**config.mk**
```make
export PLATFORM = sky130hd
export DESIGN_NAME = axis_stream_arbiter
export DESIGN_NICKNAME = d
export VERILOG_FILES = /design/src/rtl/eth_helper_pkg.sv /design/src/rtl/stream_fifo.sv /design/src/rtl/axis_stream_arbiter.sv
export SDC_FILE = /design/constraint.sdc
export NUM_CORES = 2
export LEC_CHECK = 0
export CORE_AREA = 5 5 304 306
export DETAILED_ROUTE_END_ITERATION = 10
export DIE_AREA = 0 0 309 311
export PLACE_DENSITY_LB_ADDON = 0.2
export SKIP_LAST_GASP = 1
export SLEW_MARGIN = 30
export SYNTH_ARGS = -nofsm -noshare
export SYNTH_HDL_FRONTEND = slang
export SYNTH_HIERARCHICAL = 1
export SYNTH_SLANG_ARGS = --single-unit
```
**constraint.sdc**
```tcl
create_clock -name clk -period 25.5 [get_ports clk]
set_clock_uncertainty 0.05 [all_clocks]
set_input_delay 6.375 -clock clk [delete_from_list [all_inputs] [get_ports clk]]
set_output_delay 6.375 -clock clk [all_outputs]
set_load 0.05 [all_outputs]
```
**src/rtl/eth_helper_pkg.sv**
```systemverilog
// Shared definitions for the snoop-stream path: stream type codes, the
// arbiter state encoding and the arbiter's output FIFO entry layout.
package eth_helper_pkg;

    localparam logic [2:0] STREAM_AW = 3'b010;
    localparam logic [2:0] STREAM_W  = 3'b011;
    localparam logic [2:0] STREAM_AR = 3'b100;
    localparam logic [2:0] STREAM_R  = 3'b101;
    localparam logic [2:0] STREAM_B  = 3'b110;

    // Field widths of the FIFO entry; the arbiter's DATA_WIDTH/SRC_ID_WIDTH must match.
    localparam int ARB_DATA_WIDTH   = 128;
    localparam int ARB_SRC_ID_WIDTH = 3;

    typedef enum logic [1:0] {
        ARB_IDLE   = 2'd0,
        ARB_LOCKED = 2'd1,
        ARB_ABORT  = 2'd2
    } arb_state_t;

    typedef struct packed {
        logic                        abort;
        logic [ARB_SRC_ID_WIDTH-1:0] src_id;
        logic                        last;
        logic [ARB_DATA_WIDTH-1:0]   data;
    } arb_entry_t;

endpackage

```
**src/rtl/stream_fifo.sv**
```systemverilog
// Synchronous FIFO with registered occupancy count; writes while full and
// reads while empty are ignored. DEPTH must be a power of two, >= 2.
module stream_fifo #(
    parameter int WIDTH = 8,
    parameter int DEPTH = 8
) (
    input  logic             clk,
    input  logic             resetn,
    input  logic             wr_en,
    input  logic [WIDTH-1:0] wr_data,
    output logic             full,
    input  logic             rd_en,
    output logic [WIDTH-1:0] rd_data,
    output logic             empty
);

    localparam int PTR_W = $clog2(DEPTH);
    localparam int CNT_W = $clog2(DEPTH + 1);

    logic [WIDTH-1:0] mem [DEPTH];
    logic [PTR_W-1:0] wr_ptr;
    logic [PTR_W-1:0] rd_ptr;
    logic [CNT_W-1:0] count;
    logic             wr_fire;
    logic             rd_fire;

    assign full    = (count == CNT_W'(DEPTH));
    assign empty   = (count == '0);
    assign wr_fire = wr_en & ~full;
    assign rd_fire = rd_en & ~empty;
    assign rd_data = mem[rd_ptr];

    // NOTE: sequential state uses non-blocking (<=) so every register samples pre-edge values.
    always_ff @(posedge clk or negedge resetn) begin
        if (!resetn) begin
            wr_ptr <= '0;
            rd_ptr <= '0;
            count  <= '0;
        end else begin
            if (wr_fire) wr_ptr <= wr_ptr + 1'b1;
            if (rd_fire) rd_ptr <= rd_ptr + 1'b1;
            case ({wr_fire, rd_fire})
                2'b10:   count <= count + 1'b1;
                2'b01:   count <= count - 1'b1;
                default: count <= count;
            endcase
        end
    end

    // NOTE: storage is deliberately not reset; count/pointers define validity, and this keeps it RAM-mappable.
    always_ff @(posedge clk) begin
        if (wr_fire) mem[wr_ptr] <= wr_data;
    end

endmodule

```
**src/rtl/axis_stream_arbiter.sv**
```systemverilog
// Burst-locked round-robin merge of the converter snoop streams into one AXI-Stream.
// Define AXIS_STREAM_ARBITER_ABORT_CNT_EN to add the saturating abort_count output.
module axis_stream_arbiter
    import eth_helper_pkg::*;
#(
    parameter int DATA_WIDTH   = ARB_DATA_WIDTH,
    parameter int NUM_SOURCES  = 5,
    parameter int FIFO_DEPTH   = 8,
    parameter int SRC_ID_WIDTH = ARB_SRC_ID_WIDTH
) (
    input  logic                              clk,
    input  logic                              resetn,
    input  logic [NUM_SOURCES-1:0]            src_valid,
    input  logic [NUM_SOURCES-1:0]            src_in_progress,
    input  logic [NUM_SOURCES-1:0]            src_last,
    input  logic [NUM_SOURCES*DATA_WIDTH-1:0] src_data,
    output logic [NUM_SOURCES-1:0]            src_ready,
    output logic [DATA_WIDTH-1:0]             m_axis_tdata,
    output logic                              m_axis_tvalid,
    output logic                              m_axis_tlast,
    output logic [SRC_ID_WIDTH-1:0]           m_axis_tid,
    output logic                              m_axis_tuser,
    input  logic                              m_axis_tready
`ifdef AXIS_STREAM_ARBITER_ABORT_CNT_EN
    ,
    output logic [15:0]                       abort_count
`endif
);

    localparam int ENTRY_W = $bits(arb_entry_t);

    arb_state_t              state;
    logic [SRC_ID_WIDTH-1:0] owner;
    logic [SRC_ID_WIDTH-1:0] rr_ptr;
    logic [SRC_ID_WIDTH-1:0] cand;
    logic [SRC_ID_WIDTH-1:0] sel;
    logic                    cand_found;
    logic                    accept;
    logic                    fifo_full;
    logic                    fifo_empty;
    logic                    wr_en;
    arb_entry_t              wr_entry;
    logic [ENTRY_W-1:0]      rd_data;
    arb_entry_t              head;

    function automatic logic [SRC_ID_WIDTH-1:0] next_src(input logic [SRC_ID_WIDTH-1:0] id);
        if (int'(id) >= NUM_SOURCES - 1) return '0;
        return id + 1'b1;
    endfunction

    // First valid source at or after rr_ptr, wrapping past the highest index.
    // NOTE: every always_comb output gets a default first so no path can infer a latch.
    always_comb begin
        int idx;
        idx        = 0;
        cand_found = 1'b0;
        cand       = '0;
        for (int k = 0; k < NUM_SOURCES; k++) begin
            idx = int'(rr_ptr) + k;
            if (idx >= NUM_SOURCES) idx = idx - NUM_SOURCES;
            if (!cand_found && src_valid[idx]) begin
                cand_found = 1'b1;
                cand       = SRC_ID_WIDTH'(idx);
            end
        end
    end

    always_comb begin
        src_ready = '0;
        case (state)
            ARB_IDLE:   if (cand_found && !fifo_full) src_ready[cand] = 1'b1;
            ARB_LOCKED: if (!fifo_full) src_ready[owner] = 1'b1;
            default:    src_ready = '0;
        endcase
    end

    assign sel    = (state == ARB_IDLE) ? cand : owner;
    assign accept = |(src_valid & src_ready);

    always_comb begin
        wr_en    = 1'b0;
        wr_entry = '0;
        if (state == ARB_ABORT) begin
            wr_en           = ~fifo_full;
            wr_entry.abort  = 1'b1;
            wr_entry.src_id = owner;
            wr_entry.last   = 1'b1;
        end else if (accept) begin
            wr_en           = 1'b1;
            wr_entry.src_id = sel;
            wr_entry.last   = src_last[sel];
            wr_entry.data   = src_data[int'(sel)*DATA_WIDTH +: DATA_WIDTH];
        end
    end

    always_ff @(posedge clk or negedge resetn) begin
        if (!resetn) begin
            state  <= ARB_IDLE;
            owner  <= '0;
            rr_ptr <= '0;
`ifdef AXIS_STREAM_ARBITER_ABORT_CNT_EN
            abort_count <= '0;
`endif
        end else begin
            case (state)
                ARB_IDLE: begin
                    if (accept) begin
                        owner <= cand;
                        if (src_last[cand]) rr_ptr <= next_src(cand);
                        else                state  <= ARB_LOCKED;
                    end
                end
                ARB_LOCKED: begin
                    if (accept) begin
                        if (src_last[owner]) begin
                            state  <= ARB_IDLE;
                            rr_ptr <= next_src(owner);
                        end
                    end else if (!src_in_progress[owner]) begin
                        // Owner restarted after a stall; its partial burst must be closed off.
                        state <= ARB_ABORT;
                    end
                end
                ARB_ABORT: begin
                    if (!fifo_full) begin
                        state  <= ARB_IDLE;
                        rr_ptr <= next_src(owner);
`ifdef AXIS_STREAM_ARBITER_ABORT_CNT_EN
                        if (abort_count != 16'hFFFF) abort_count <= abort_count + 1'b1;
`endif
                    end
                end
                default: state <= ARB_IDLE;
            endcase
        end
    end

    stream_fifo #(
        .WIDTH (ENTRY_W),
        .DEPTH (FIFO_DEPTH)
    ) u_fifo (
        .clk     (clk),
        .resetn  (resetn),
        .wr_en   (wr_en),
        .wr_data (wr_entry),
        .full    (fifo_full),
        .rd_en   (m_axis_tready),
        .rd_data (rd_data),
        .empty   (fifo_empty)
    );

    // Unwritten storage must not leak onto the bus while empty.
    assign head          = fifo_empty ? '0 : arb_entry_t'(rd_data);
    assign m_axis_tvalid = ~fifo_empty;
    assign m_axis_tdata  = head.data;
    assign m_axis_tlast  = head.last;
    assign m_axis_tid    = head.src_id;
    assign m_axis_tuser  = head.abort;

endmodule

```
==> results.json <==
{
  "cts_tree": "built",
  "relSlewSlack_pct": 34.0,
  "async_reset_ff_share_pct": 1.66,
  "cts_resized": 0,
  "holdPathStages": 1,
  "r2r_start": "rr_ptr[1]",
  "dp_hpwl_mm": 75.7,
  "h-tree-depth": 3,
  "path_cells": "clkdlybuf4s50_1 -> mux4_2 -> nor2b_1 -> a21oi_1 -> nand3b_1 -> nand4b_4 -> nor3b_1 -> nor4b_1 -> or2_1 -> inv_1 -> o21ai_0 -> clkdlybuf4s50_1",
  "status": "complete, no violations",
  "syn2layout_area_growth_pct": 25.7,
  "layout_common_cells": "edfxtp_1 (1064), clkdlybuf4s50_1 (795), mux4_2 (286)",
  "via_count": 26876,
  "drv_slew": 0,
  "layout.nets": 3809,
  "path_delay_family": "buffers and inverters",
  "drc": 0,
  "antenna_left": 0,
  "postRouteWirelength_mm": 122,
  "cp_slowest_cell": "clkdlybuf4s50_1",
  "reg2reg_depth": 16,
  "cap_violations": 0,
  "drt_iter0_drc": 2096,
  "critPathBufInv": 3,
  "fmax_mhz": 59.7,
  "met2_usage_pct": 43.8,
  "r2r_slack_ps": 18090,
  "path_clk_slew_ps": 60,
  "avgSynthCellArea_um2": 20.6,
  "met3_usage_pct": 4.10,
  "cp-end-kind": "primary output",
  "min_period_ps": 16750,
  "clock_latency_ps": 660,
  "synth_seq_cells": 1082,
  "synthCells": 2350,
  "core_um2": 89300,
  "ys_dominant_reg_cell": "edfxtp_1",
  "path_max_fanout": 9,
  "cts_buffer_depth": 3,
  "drive_above_1_share_pct": 19.7,
  "met1_usage_pct": 32.9,
  "synth_nets": 3032,
  "grt.overflow.total": 0,
  "min_from": "u_fifo/wr_ptr[0]",
  "place.gp.congestion": 0.848,
  "startpoint_type": "input port",
  "ys_types": 77,
  "die_w_um": 309,
  "ys_seq_area_share_pct": 67.0,
  "setup_viol": 0,
  "finalSetupTns_ps": 0,
  "die_y_um": 311,
  "whs_endpoint": "u_fifo/wr_ptr[0]",
  "dr.pass1.iters": 6,
  "start_util_pct": 54.1,
  "clockRootBuffer": "clkbuf_16",
  "rows": 110,
  "antenna_found_initial": 3,
  "arrival_ps": 10320,
  "crit_top_cell": "clkdlybuf4s50_1",
  "yosysWarnings": 6,
  "io_pins": 797,
  "worst_path_largest_cell_delay_ps": 840,
  "period_share_pct": 65.7,
  "numCtsBuffers": 104,
  "reg2reg_to": "u_fifo/mem[7][123]",
  "drt-vias-per-instance": 6.12,
  "min_path_type": "reg -> reg",
  "wire_per_inst_um": 27.7,
  "port_buffers": 796,
  "fp.dieArea_um2": 96100,
  "cts_setup_buffers": 0,
  "final_common_cell": "edfxtp_1",
  "grt_max_degree": 128,
  "hold_viol_final": 0,
  "rsz0062_at_grt": "no",
  "diodes": 0,
  "synthesis.area_um2": 48300,
  "cp.required_ps": 19080,
  "grt_util_all_layers_pct": 24.8,
  "hold_buffers": 0,
  "global_route.peak_usage_layer": "met2",
  "worst_pin_slew_ps": 990,
  "grt_pass1_vias": 29206,
  "synth-edff-count": 1064,
  "crit_type": "in -> out",
  "grt_pass1_wl_mm": 181,
  "clock-sinks": 1082
}
## stage by stage
stage               hold WS, ps  instances  setup WS (ps)  area [µm²]  utilization [%]
floorplan                   435       2350           7310       48300                -
global placement            450       4192           8860       57300             64.1
detailed placement          490       4196           8790       57400             64.2
CTS                         502       4387           8770       60700             68.0
global route                535       4388           8330       60700             68.0
finish                      506       4388           8750       60700             68.0
## synthesized netlist by cell type, drive strengths merged, types with 2 or more instances
| library cell | count | share of area (%) |
|---|---|---|
| edfxtp | 1064 | 66 |
| mux4 | 397 | 19 |
| mux2 | 141 | 3.3 |
| nor2b | 141 | 1.8 |
| a22o | 131 | 2.4 |
| buf | 85 | 1.3 |
| clkbuf | 77 | 0.60 |
| nor2 | 28 | 0.22 |
| nand2 | 25 | 0.19 |
| inv | 24 | 0.19 |
| ha | 23 | 0.60 |
| o21ai | 23 | 0.24 |
| a21oi | 19 | 0.20 |
| dfrtp | 18 | 0.93 |
| mux2i | 13 | 0.27 |
| nor3 | 11 | 0.11 |
| nand2b | 8 | 0.10 |
| nand3 | 7 | 0.072 |
| xnor2 | 7 | 0.13 |
| a211oi | 6 | 0.11 |
| a21boi | 6 | 0.093 |
| and2 | 6 | 0.078 |
| and3 | 6 | 0.078 |
| a22oi | 5 | 0.078 |
| nand3b | 5 | 0.078 |
| nor3b | 5 | 0.078 |
| nor4b | 5 | 0.091 |
| or2 | 5 | 0.065 |
| a31oi | 4 | 0.065 |
| nor4 | 4 | 0.052 |
| o211ai | 4 | 0.062 |
| o2111ai | 3 | 0.067 |
| o21bai | 3 | 0.047 |
| o22ai | 3 | 0.039 |
| or4b | 3 | 0.062 |
| a211o | 2 | 0.036 |
| a21o | 2 | 0.031 |
| a221oi | 2 | 0.036 |
| o2bb2ai | 2 | 0.036 |
| o311ai | 2 | 0.052 |
| o31ai | 2 | 0.031 |
| o32a | 2 | 0.041 |
| or3 | 2 | 0.026 |
## kinds of logic (layout without fill, tap and decap cells)
family,count (synthesis),count (layout),synth area share [%]
simple gates,267,267,3.28
xor+xnor,8,8,0.145
flops,1082,1082,67.0
mux,551,551,22.9
buf+inv,186,1048,2.14
fa+ha+maj,24,24,0.637
compound gates,232,232,3.84
## layer usage
| layer | routed length (µm) | share of wire (%) |
|---|---|---|
| met1 | 47800 | 39 |
| met3 | 7290 | 6.0 |
| met5 | 24 | 0.020 |
| met4 | 2460 | 2.0 |
| met2 | 64100 | 53 |
## flip-flops by register name (all words and copies together), names as in the netlist
signal	flops
owner	3
state	2
u_fifo/count	4
u_fifo/rd_ptr	3
u_fifo/mem	1064
u_fifo/wr_ptr	3
rr_ptr	3
## worst reg2reg max path: stages (launching register included)
cell	delay [ps]
dfrtp_1	690
inv_1	360
ha_1	780
nand2_1	230
nor4_1	240
o31ai_1	190
or4b_1	540
and3_1	230
nor3b_1	190
a211oi_1	440
a211oi_1	120
buf_4	200
a21oi_1	340
nand3_1	390
nor2_4	510
buf_4	780
buf_6	700
## how the worst max path moves through the flow
stage,startpoint,to,slack (ps),cells after the start
floorplan,src_valid[3],u_fifo/mem[1][0],7310,12
global placement,src_valid[3],src_ready[3],8860,12
detailed placement,src_valid[3],src_ready[3],8790,12
CTS,src_valid[3],src_ready[3],8770,12
global route,src_valid[3],src_ready[3],8330,12
finish,src_valid[3],src_ready[3],8750,12
## layout make-up
| class | count | area (µm²) |
|---|---|---|
| clock buffers | 129 | 2720 |
| flip-flops and latches | 1082 | 32400 |
| repair buffers | 833 | 8440 |
| well taps | 1176 | 1470 |
| clock inverters | 62 | 608 |
| fillers | 5693 | 28600 |
| inverters | 24 | 90.1 |
| multi-input cells | 1082 | 15000 |
Power is not shown: default switching activity piles up to over one toggle a cycle in this logic, so the estimate is an artifact.
